**config.mk**
```make
export PLATFORM = sky130hd
export DESIGN_NAME = ram_responder
export DESIGN_NICKNAME = d
export VERILOG_FILES = /design/src/rtl/ram_responder.sv
export SDC_FILE = /design/constraint.sdc
export NUM_CORES = 1
export LEC_CHECK = 0
export ABC_AREA = 1
export CORE_MARGIN = 1.5
export CORE_UTILIZATION = 55
export CTS_BUF_LIST = sky130_fd_sc_hd__clkbuf_4
export CTS_CLUSTER_SIZE = 20
export DETAILED_ROUTE_END_ITERATION = 6
export GPL_ROUTABILITY_DRIVEN = 0
export PLACE_DENSITY = 0.81
export SETUP_SLACK_MARGIN = 0.02
export SLEW_MARGIN = 20
export SYNTH_ARGS = -nofsm -noshare
export SYNTH_HDL_FRONTEND = slang
export SYNTH_SLANG_ARGS = --single-unit
```
**constraint.sdc**
```tcl
create_clock -name clk -period 5.4 [get_ports clk]
set_input_delay 0.81 -clock clk [delete_from_list [all_inputs] [get_ports clk]]
set_output_delay 0.81 -clock clk [all_outputs]
set_load 0.005 [all_outputs]
```
**src/rtl/ram_responder.sv**
```systemverilog
// ram_responder
//   Synchronous single-port RAM at the memory end of the wr_en/rd_en/address/
//   data_in/data_out pin protocol. After every reset a built-in init FSM
//   clears the whole array, so a read never returns X. Reads are pipelined
//   (RD_LAT = 1 or 2) and flagged with rd_valid.
//
// Ports
//   clk          in   1       single clock, all logic on posedge
//   rst          in   1       synchronous, active-low reset
//   wr_en        in   1       write strobe
//   rd_en        in   1       read strobe
//   address      in   ADDR_W  word address
//   data_in      in   WIDTH   write data
//   data_out     out  WIDTH   read data, holds the last read value
//   rd_valid     out  1       1-cycle pulse with each read result
//   busy         out  1       high while the array is being cleared
//   err_drop     out  1       1-cycle pulse: access discarded while busy
//   addr_err     out  1       1-cycle pulse: access with address >= DEPTH
//   inj_par_err  in   1       (RAM_PARITY_EN only) invert stored parity on write
//   parity_err   out  1       (RAM_PARITY_EN only) parity mismatch, with rd_valid
//
// Configuration
//   RAM_PARITY_EN : when defined, each word carries an even-parity bit.
//   WIDTH / DEPTH default to `WIDTH / `DEPTH, falling back to 8 / 12.
//   DEPTH must be at least 2.

`ifndef WIDTH
`define WIDTH 8
`endif
`ifndef DEPTH
`define DEPTH 12
`endif

module ram_responder #(
  parameter int WIDTH  = `WIDTH,
  parameter int DEPTH  = `DEPTH,
  parameter int RD_LAT = 1,
  parameter int ADDR_W = $clog2(DEPTH)
) (
  input  logic              clk,
  input  logic              rst,
  input  logic              wr_en,
  input  logic              rd_en,
  input  logic [ADDR_W-1:0] address,
  input  logic [WIDTH-1:0]  data_in,
`ifdef RAM_PARITY_EN
  input  logic              inj_par_err,
  output logic              parity_err,
`endif
  output logic [WIDTH-1:0]  data_out,
  output logic              rd_valid,
  output logic              busy,
  output logic              err_drop,
  output logic              addr_err
);

  localparam logic [ADDR_W:0]   DEPTH_W   = (ADDR_W+1)'(DEPTH);
  localparam logic [ADDR_W-1:0] LAST_ADDR = ADDR_W'(DEPTH - 1);

  typedef enum logic {S_INIT, S_READY} state_t;

  state_t              state_q, state_d;
  logic [ADDR_W-1:0]   init_ptr_q, init_ptr_d;
  logic [WIDTH-1:0]    mem_q [DEPTH];

  logic                ready;
  logic                addr_ok;
  logic                rd_fire;
  logic [WIDTH-1:0]    rd_word;
  logic                mem_we;
  logic [ADDR_W-1:0]   mem_waddr;
  logic [WIDTH-1:0]    mem_wdata;

  logic                s1_valid_q, s1_valid_d;
  logic [WIDTH-1:0]    s1_data_q, s1_data_d;
  logic                err_drop_q, err_drop_d;
  logic                addr_err_q, addr_err_d;

`ifdef RAM_PARITY_EN
  logic                par_q [DEPTH];
  logic                mem_wpar;
  logic                s1_perr_q, s1_perr_d;
`endif

  assign ready   = (state_q == S_READY);
  assign busy    = (state_q == S_INIT);
  assign addr_ok = ({1'b0, address} < DEPTH_W);
  assign rd_fire = ready && rd_en;
  assign rd_word = addr_ok ? mem_q[address] : '0;

  // Init sequencer: one word cleared per cycle, handing over to READY
  // once the last address has been written.
  always_comb begin
    state_d    = state_q;
    init_ptr_d = init_ptr_q;
    if (state_q == S_INIT) begin
      init_ptr_d = init_ptr_q + ADDR_W'(1);
      if (init_ptr_q == LAST_ADDR) begin
        state_d    = S_READY;
        init_ptr_d = '0;
      end
    end
  end

  // Single write port shared by the clear sequence and user writes;
  // out-of-range user writes never enable it.
  always_comb begin
    mem_we    = 1'b0;
    mem_waddr = address;
    mem_wdata = data_in;
    if (!ready) begin
      mem_we    = 1'b1;
      mem_waddr = init_ptr_q;
      mem_wdata = '0;
    end else if (wr_en && addr_ok) begin
      mem_we = 1'b1;
    end
  end

`ifdef RAM_PARITY_EN
  assign mem_wpar = ready ? ((^data_in) ^ inj_par_err) : 1'b0;
`endif

  // First read stage; data is captured from the pre-write array contents,
  // which gives read-first behaviour for a same-address read/write.
  always_comb begin
    s1_valid_d = rd_fire;
    s1_data_d  = rd_fire ? rd_word : s1_data_q;
    err_drop_d = busy && (wr_en || rd_en);
    addr_err_d = ready && (wr_en || rd_en) && !addr_ok;
`ifdef RAM_PARITY_EN
    s1_perr_d  = rd_fire && addr_ok && ((^mem_q[address]) != par_q[address]);
`endif
  end

  always_ff @(posedge clk) begin
    if (!rst) begin
      state_q    <= S_INIT;
      init_ptr_q <= '0;
      s1_valid_q <= 1'b0;
      s1_data_q  <= '0;
      err_drop_q <= 1'b0;
      addr_err_q <= 1'b0;
`ifdef RAM_PARITY_EN
      s1_perr_q  <= 1'b0;
`endif
    end else begin
      state_q    <= state_d;
      init_ptr_q <= init_ptr_d;
      s1_valid_q <= s1_valid_d;
      s1_data_q  <= s1_data_d;
      err_drop_q <= err_drop_d;
      addr_err_q <= addr_err_d;
`ifdef RAM_PARITY_EN
      s1_perr_q  <= s1_perr_d;
`endif
    end
  end

  // Storage array has no reset; the init sequence clears it after reset.
  always_ff @(posedge clk) begin
    if (rst && mem_we) begin
      mem_q[mem_waddr] <= mem_wdata;
`ifdef RAM_PARITY_EN
      par_q[mem_waddr] <= mem_wpar;
`endif
    end
  end

  assign err_drop = err_drop_q;
  assign addr_err = addr_err_q;

  generate
    if (RD_LAT == 2) begin : g_lat2
      logic             s2_valid_q, s2_valid_d;
      logic [WIDTH-1:0] s2_data_q, s2_data_d;
`ifdef RAM_PARITY_EN
      logic             s2_perr_q, s2_perr_d;
`endif

      always_comb begin
        s2_valid_d = s1_valid_q;
        s2_data_d  = s1_valid_q ? s1_data_q : s2_data_q;
`ifdef RAM_PARITY_EN
        s2_perr_d  = s1_perr_q;
`endif
      end

      always_ff @(posedge clk) begin
        if (!rst) begin
          s2_valid_q <= 1'b0;
          s2_data_q  <= '0;
`ifdef RAM_PARITY_EN
          s2_perr_q  <= 1'b0;
`endif
        end else begin
          s2_valid_q <= s2_valid_d;
          s2_data_q  <= s2_data_d;
`ifdef RAM_PARITY_EN
          s2_perr_q  <= s2_perr_d;
`endif
        end
      end

      assign rd_valid = s2_valid_q;
      assign data_out = s2_data_q;
`ifdef RAM_PARITY_EN
      assign parity_err = s2_perr_q;
`endif
    end else begin : g_lat1
      assign rd_valid = s1_valid_q;
      assign data_out = s1_data_q;
`ifdef RAM_PARITY_EN
      assign parity_err = s1_perr_q;
`endif
    end
  endgenerate

endmodule

```
## Word-level counts from Yosys, hierarchy flattened

Memories as Yosys holds them, arrays and structs flattened.
Index checks and enable logic that the tools add are counted.

- Bits of input ports: 16
- Flip-flop bits (word level): 16
- Bits in latches: 0
- RAM bits: 96
- Memories: 1
- Output and inout bits: 12
- Memory bits (read-only): 0

- $mul: 0
- Multiplexer cells: 10
- Bitwise operators: 1
- Order comparisons: 1
- Divide/modulo/power cells: 0
- Equal/unequal tests: 1
- $add $sub $neg: 1
- Reduce and logical (&&, ||, !) cells: 8
- Shift operators: 0

Memory list:

| memory | depth | width | read ports | clocked after memory_dff | write ports | line | source |
|---|---|---|---|---|---|---|---|
| mem_q | 12 | 8 | 1 | 0 | 1 | 64 | `logic [WIDTH-1:0] mem_q [DEPTH];` |

Operators by type and width:

| kind | number |
|---|---|
| 8-bit two-way mux | 2 |
| 4-bit two-way mux | 2 |
| 1-bit logical AND | 6 |
| 1-bit two-way mux | 6 |
| 4-bit by 1-bit adder with 4-bit output (second input constant) | 1 |
| 4-bit equality test (second input constant) | 1 |
| 4-bit less-than comparator (second input constant) | 1 |
| 1-bit logical NOT | 1 |
| 1-bit logical OR | 1 |
| 1-bit inverter | 1 |

## Longest topological paths before layout

Gate-level depths: netlist (run 1).

- Depth in word-level cells: 7
- Depth in mapped cells: 10
- Mapped depth without buffers: 8

## Worst setup path before layout (run 1)

No wires, ideal clock.

- Path type: input-to-reg
- Start: in address[0]
- End: mem mem_q[4][0] in the netlist's numbering (enable)
- Path slack: 3.015 ns
- Arrival time: 2.001 ns
- Path buffers: 2
- Cell stages on the path: 5
- Setup time: 0.383 ns
- Cell sequence: buf_6 > buf_2 > a21oi_1 > nand2_1 > nor3_1

- Longest elaborated chain between the ends: 7
- Elaborated cells between the ends (all ways): 8
- Those cells by class: 1 x order compare; 5 x mux; 2 x reduce/logical

RTL lines:

| element | line | source |
|---|---|---|
| start, declared | 44 | `input logic [ADDR_W-1:0] address,` |
| 4-bit less-than comparator | 87 | `assign addr_ok = ({1'b0, address} < DEPTH_W);` |
| 1-bit logical AND | 115 | `end else if (wr_en && addr_ok) begin` |
| 1-bit two-way mux | 115 |  |
| 1-bit two-way mux | 111 | `if (!ready) begin` |
| 1-bit logical AND | 162 | `if (rst && mem_we) begin` |
| 1-bit two-way mux | 162 |  |
| 1-bit two-way mux (not written as such) | 163 | `mem_q[mem_waddr] <= mem_wdata;` |
| end, declared | 64 |  |

Parallel ways exist; a longest one is shown, timed or not.

## Worst setup path after layout (run 1)

- Start: in address[1]
- End: mem mem_q[6][4] in the netlist's numbering (enable)

The elaborated chain is that of the path after synthesis.

==> results.py, run 1 <==
metrics = {
    "run_status": {
        "status": "completed",
    },
    "timing": {
        "fin_setup_tns_ps": 0,
        "setup_violations": 0,
        "finClkSkew_ps": 22.3,
        "finalMaxSlewViolations": 0,
        "finalHoldViolCount": 0,
        "min_period_ps": 3650,
        "rsz0062_at_grt": "no",
        "min_period_over_period": 0.675,
        "slew_headroom": 0.288,
        "worstMarginPinSlew_ps": 1060,
        "fmax_mhz": 274,
    },
    "clock_tree": {
        "clock_tree.root_cell": "clkbuf_4",
        "clkTransAtPathRegs_ps": 160,
        "ctsResizeCount": 0,
        "tritoncts": "done",
        "clock_latency_ps": 460,
        "cts_max_level": 3,
        "cts_hold_buf": 0,
        "cts_max_path_buffers": 2,
        "cts_buffers": 9,
        "clock-sinks": 112,
        "post_cts_buffers": 0,
    },
    "critical_path": {
        "rrSetupSlack_ps": 2660,
        "timing.rr.start": "ready",
        "crit_type": "in2reg",
        "required_ps": 5490,
        "reg2reg_to": "mem_q[6][4]",
        "critPathLaunchType": "input port",
        "reg2regPathDepth": 4,
        "cp.arrival_ps": 3730,
        "end_kind": "register",
        "crit_fanout": 25,
    },
    "route": {
        "drt_iter0_drc": 417,
        "drt-wirelength-per-cell_um": 17.3,
        "drtPass1Iterations": 4,
        "post-route-drc-count": 0,
        "num_vias": 3313,
        "ant_nets": 0,
        "wirelength_mm": 10.3,
        "viasPerCell": 5.59,
    },
    "placement": {
        "io_buffers": 27,
        "place_hpwl_mm": 6.86,
    },
    "logic_synthesis": {
        "yosys_warnings": 0,
        "yosysSeqAreaShare": 0.667,
        "syn-num-nets": 483,
        "ys_types": 22,
        "synth_area_mm2": 0.00480,
        "synth-seq-cells": 112,
        "synthCells": 466,
        "avgSynthCellArea_um2": 10.3,
    },
    "floorplanning": {
        "die_area_mm2": 0.00930,
        "fp.coreArea_mm2": 0.00834,
        "die_h_um": 96.4,
        "chipWidth_um": 96.4,
        "start_util": 0.575,
        "io_pins": 28,
        "num_rows": 33,
    },
    "worst_hold_path": {
        "min_from": "data_out[7]",
        "hold_end": "data_out[7]",
        "hold_class": "reg2reg",
        "worstHoldPathCells": 2,
    },
    "cells_and_area": {
        "antenna_cells": 0,
        "drive_gt1_frac": 0.0574,
        "area_growth_pct": 7.74,
        "fin_util": 0.620,
        "layout.nets": 501,
        "layout_common_cells": "nand2_1 (142), edfxtp_1 (96), nand3_1 (82)",
        "layout_commonest_cell": "nand2_1",
    },
    "grt": {
        "grt_overflow_total": 0,
        "antenna_found_initial": 0,
        "first_global_vias": 3112,
        "grt_pass1_wl_mm": 15.5,
        "track_usage": 0.239,
        "grt_max_degree": 51,
    },
    "power_and_ir_drop": {
        "powerDensity_mw_per_mm2": 275,
        "ir_drop_mv": 0.121,
        "leakage_nw": 2.07,
    },
    "flow_run": {
        "maxCapViolations": 0,
    },
}
## worst max path at each step
stage / start / endpoint / slack [ps] / cells past startpoint
floorplan: address[0] / mem_q[4][0] / 3020 / 5
CTS: address[1] / mem_q[4][1] / 1780 / 6
global route: address[1] / mem_q[6][7] / 1560 / 7
finish: address[1] / mem_q[6][4] / 1750 / 7
global placement: address[1] / mem_q[6][3] / 1520 / 7
detailed placement: address[1] / mem_q[4][3] / 1280 / 6
## worst max-delay path: stages
cell and delay, ps:
clkdlybuf4s50_1 1110, inv_2 430, nand2_1 160, o21ai_0 150, inv_1 130, nand2_1 100, nor3_1 830
## report_power, final
| part | total (mW) | switching [mW] | leakage (nW) | internal (mW) |
|---|---|---|---|---|
| Combinational | 0.103 | 0.0703 | 0.936 | 0.0329 |
| Sequential | 0.950 | 0.00556 | 1.07 | 0.944 |
| Clock | 0.369 | 0.272 | 0.0665 | 0.0963 |
## state kept, by name, indices dropped and copies added, names as in the netlist
name,flops
err_drop,1
addr_err,1
rd_valid,1
ready,1
data_out,8
mem_q,96
init_ptr_q,4
## layout make-up
class	instances	area, um^2
fill	642	3170
clock inverter	6	45.0
tap	105	131
timing repair buffer	28	278
sequential	112	3200
clock buffer	9	67.6
inverter	63	239
multi-input combinational	270	1210
## synth_stat cells
master    count  share of area
edfxtp_1     96           0.60
buf_4         2         0.0031
a21oi_2       7          0.013
a31oi_2       1         0.0026
nand3_1      82          0.086
dfxtp_1      16          0.067
inv_2         1        0.00078
clkinv_1      1        0.00078
buf_8         2         0.0063
a21oi_1       9         0.0094
buf_6         4         0.0094
o21ai_0       2         0.0021
nand2_2       1         0.0013
ha_1          1         0.0026
nor3_1        8         0.0083
inv_1        60          0.047
nand3b_1      1         0.0016
buf_2        13          0.014
a22oi_1       1         0.0016
nand2_1     142           0.11
nor2_1       15          0.012
inv_4         1         0.0013
## cell families after synthesis
family,synth area share
buffers and inverters,0.0821
AND/OR/NAND/NOR,0.219
AO/OA/AOI/OAI,0.0284
flip-flops,0.667
adder cells (fa/ha/maj),0.00261
## metrics by stage
| step | instances | total power, mW | worst slack, ps | hold WS [ps] | cell area [um^2] |
|---|---|---|---|---|---|
| final | 593 | 1.42 | 1750 | 485 | 5170 |
| after global routing | 593 | 1.46 | 1560 | 506 | 5170 |
| after CTS | 593 | 1.42 | 1780 | 487 | 5170 |
| after detailed placement | 578 | 1.07 | 1280 | 466 | 5050 |
| after global placement | 578 | 1.06 | 1520 | 453 | 5050 |
| after floorplan | 466 | 1.04 | 3020 | 456 | 4800 |
## layer usage
layer | wire length [um] | vias up | global-route usage | share of wire
li1 | - | 1569 | - | -
met1 | 4020 | 1540 | 0.297 | 0.39
met2 | 4970 | 173 | 0.390 | 0.48
met3 | 987 | 31 | 0.0657 | 0.096
met4 | 301 | 0 | 0.115 | 0.029
met5 | 0 | - | 0 | 0
(Power assumes the default switching activity.)
==> run 2: changes to the inputs <==
Clock period 5.4 ns to 3.7 ns, I/O delays scaled along.
==> results.py, run 2 (same netlist as run 1, synthesis figures left out) <==
metrics = {
    "clock_tree": {
        "clkTransAtPathRegs_ps": 180,
        "post_cts_buffers": 0,
        "cts_max_level": 3,
        "ctsResizeCount": 0,
        "cts_max_path_buffers": 2,
        "clock-sinks": 112,
        "clock_latency_ps": 460,
        "clock_tree.root_cell": "clkbuf_4",
        "cts_buffers": 9,
        "tritoncts": "done",
        "cts_hold_buf": 0,
    },
    "cells_and_area": {
        "seqCellArea_mm2": 0.00320,
        "fin_util": 0.629,
        "layout.nets": 506,
        "regMostFlops": "mem_q",
        "largest_reg_flops": 96,
        "drive_gt1_frac": 0.0668,
        "layout_common_cells": "nand2_1 (142), edfxtp_1 (96), nand3_1 (82)",
        "area_growth_pct": 9.36,
        "layout_commonest_cell": "nand2_1",
        "nFillCells": 631,
        "multiInputGateArea_mm2": 0.00120,
    },
    "grt": {
        "grt_max_degree": 50,
        "first_global_vias": 3129,
        "track_usage": 0.247,
        "grt_overflow_total": 0,
        "grt_pass1_wl_mm": 16.1,
        "antenna_found_initial": 1,
    },
    "timing": {
        "min_period_over_period": 0.683,
        "worstMarginPinSlew_ps": 730,
        "fin_setup_tns_ps": 0,
        "finalHoldViolCount": 0,
        "finClkSkew_ps": 14.5,
        "rsz0062_at_grt": "no",
        "setup_violations": 0,
        "finalMaxSlewViolations": 0,
        "setup_ws_ps": 1170,
        "whs_ps": 478,
        "slew_headroom": 0.513,
        "min_period_ps": 2530,
        "fmax_mhz": 396,
    },
    "critical_path": {
        "critPathLaunchType": "register",
        "cpMaxStageDelayCell": "dfxtp_1",
        "reg2reg_to": "mem_q[0][2]",
        "cp.arrival_ps": 1970,
        "crit_fanout": 21,
        "required_ps": 3140,
        "worst_path_dominant_cell_family": "flip-flops",
        "critical_path_buf_inv_count": 2,
        "crit_chain": "inv_1 > clkdlybuf4s50_1",
        "end_kind": "output port",
        "cp-endpoint": "busy",
        "reg2regPathDepth": 6,
        "slowest_delay_ps": 830,
        "crit_type": "reg2out",
        "cp.depth": 2,
        "timing.rr.start": "ready",
        "rrSetupSlack_ps": 1360,
        "crit_start": "ready",
    },
    "power_and_ir_drop": {
        "ir_drop_mv": 0.170,
        "swShare": 0.246,
        "powerDensity_mw_per_mm2": 416,
        "seqPwrFrac": 0.634,
        "p_int_mw": 1.65,
        "power_switching_mw": 0.537,
        "pwr-share-comb": 0.070,
        "leakage_nw": 2.11,
        "clkPwrFrac": 0.296,
        "total_power_mw": 2.19,
    },
    "placement": {
        "place_hpwl_mm": 7.16,
        "io_buffers": 27,
        "preCtsSetupSlack_ps": 719,
    },
    "floorplanning": {
        "die_h_um": 96.4,
        "die_area_mm2": 0.00930,
        "io_pins": 28,
        "chipWidth_um": 96.4,
        "fp.coreArea_mm2": 0.00834,
        "start_util": 0.575,
        "num_rows": 33,
    },
    "flow_run": {
        "maxCapViolations": 0,
    },
    "run_status": {
        "status": "completed",
    },
    "route": {
        "drt_iter0_drc": 446,
        "num_vias": 3385,
        "ant_nets": 0,
        "drt-wirelength-per-cell_um": 17.7,
        "viasPerCell": 5.64,
        "wirelength_mm": 10.6,
        "post-route-drc-count": 0,
        "drtPass1Iterations": 5,
    },
    "worst_hold_path": {
        "hold_class": "reg2reg",
    },
}
## run 2: changes by cell type in the layout (fill, tap and decap cells not counted), moves of 2 or more
cell / before / now
buf_4: 1 / 6
inv_8: 0 / 3
clkinv_2: 2 / 0
clkinvlp_4: 0 / 2
inv_6: 2 / 0
## run 2: cell type report
| class | instances | area share |
|---|---|---|
| Sequential cell | 112 | 0.610 |
| Multi-Input combinational cell | 270 | 0.229 |
| Timing Repair Buffer | 33 | 0.0601 |
| Inverter | 63 | 0.0455 |
| Tap cell | 105 | 0.0250 |
| Clock inverter | 7 | 0.0167 |
| Clock buffer | 9 | 0.0129 |
| Antenna cell | 1 | 0.000477 |
## run 2: how the worst min path moves through the flow
| stage | start | to | slack [ps] | cells after the start |
|---|---|---|---|---|
| after floorplan | init_ptr_q[2] | init_ptr_q[2] | 460 | 2 |
| after global placement | data_out[7] | data_out[7] | 450 | 2 |
| after detailed placement | data_out[1] | data_out[1] | 460 | 2 |
| after CTS | data_out[1] | data_out[1] | 480 | 2 |
| after global routing | data_out[2] | data_out[2] | 510 | 2 |
| final | data_out[1] | data_out[1] | 480 | 2 |
## run 2: worst reg2reg max path: stages, from the launching register on
cell	delay, ps
dfxtp_1	830
nor2_1	150
a21oi_1	200
inv_1	80
nor2_1	90
nand2_1	120
nor2_1	540
## run 2: per-stage QoR
step	cell area (um^2)	std cells
CTS	5250	599
global placement	5090	583
detailed placement	5090	583
floorplan	4800	466
finish	5250	600
global route	5250	600
## run 2: power by group through the flow
stage / logic, mW / clock network [mW] / registers (mW)
6_report: 0.153 / 0.646 / 1.39
5_1_grt: 0.167 / 0.693 / 1.39
4_1_cts: 0.150 / 0.645 / 1.39
3_5_place_dp: 0.148 / 0 / 1.41
3_3_place_gp: 0.143 / 0 / 1.41
2_1_floorplan: 0.106 / 0 / 1.41
## run 2: metal layers
layer / share of wire / up-vias / global-route usage
met5: 0 / - / 0
met4: 0.039 / 0 / 0.138
met3: 0.098 / 35 / 0.0603
met2: 0.46 / 212 / 0.377
met1: 0.40 / 1552 / 0.325
li1: - / 1586 / -
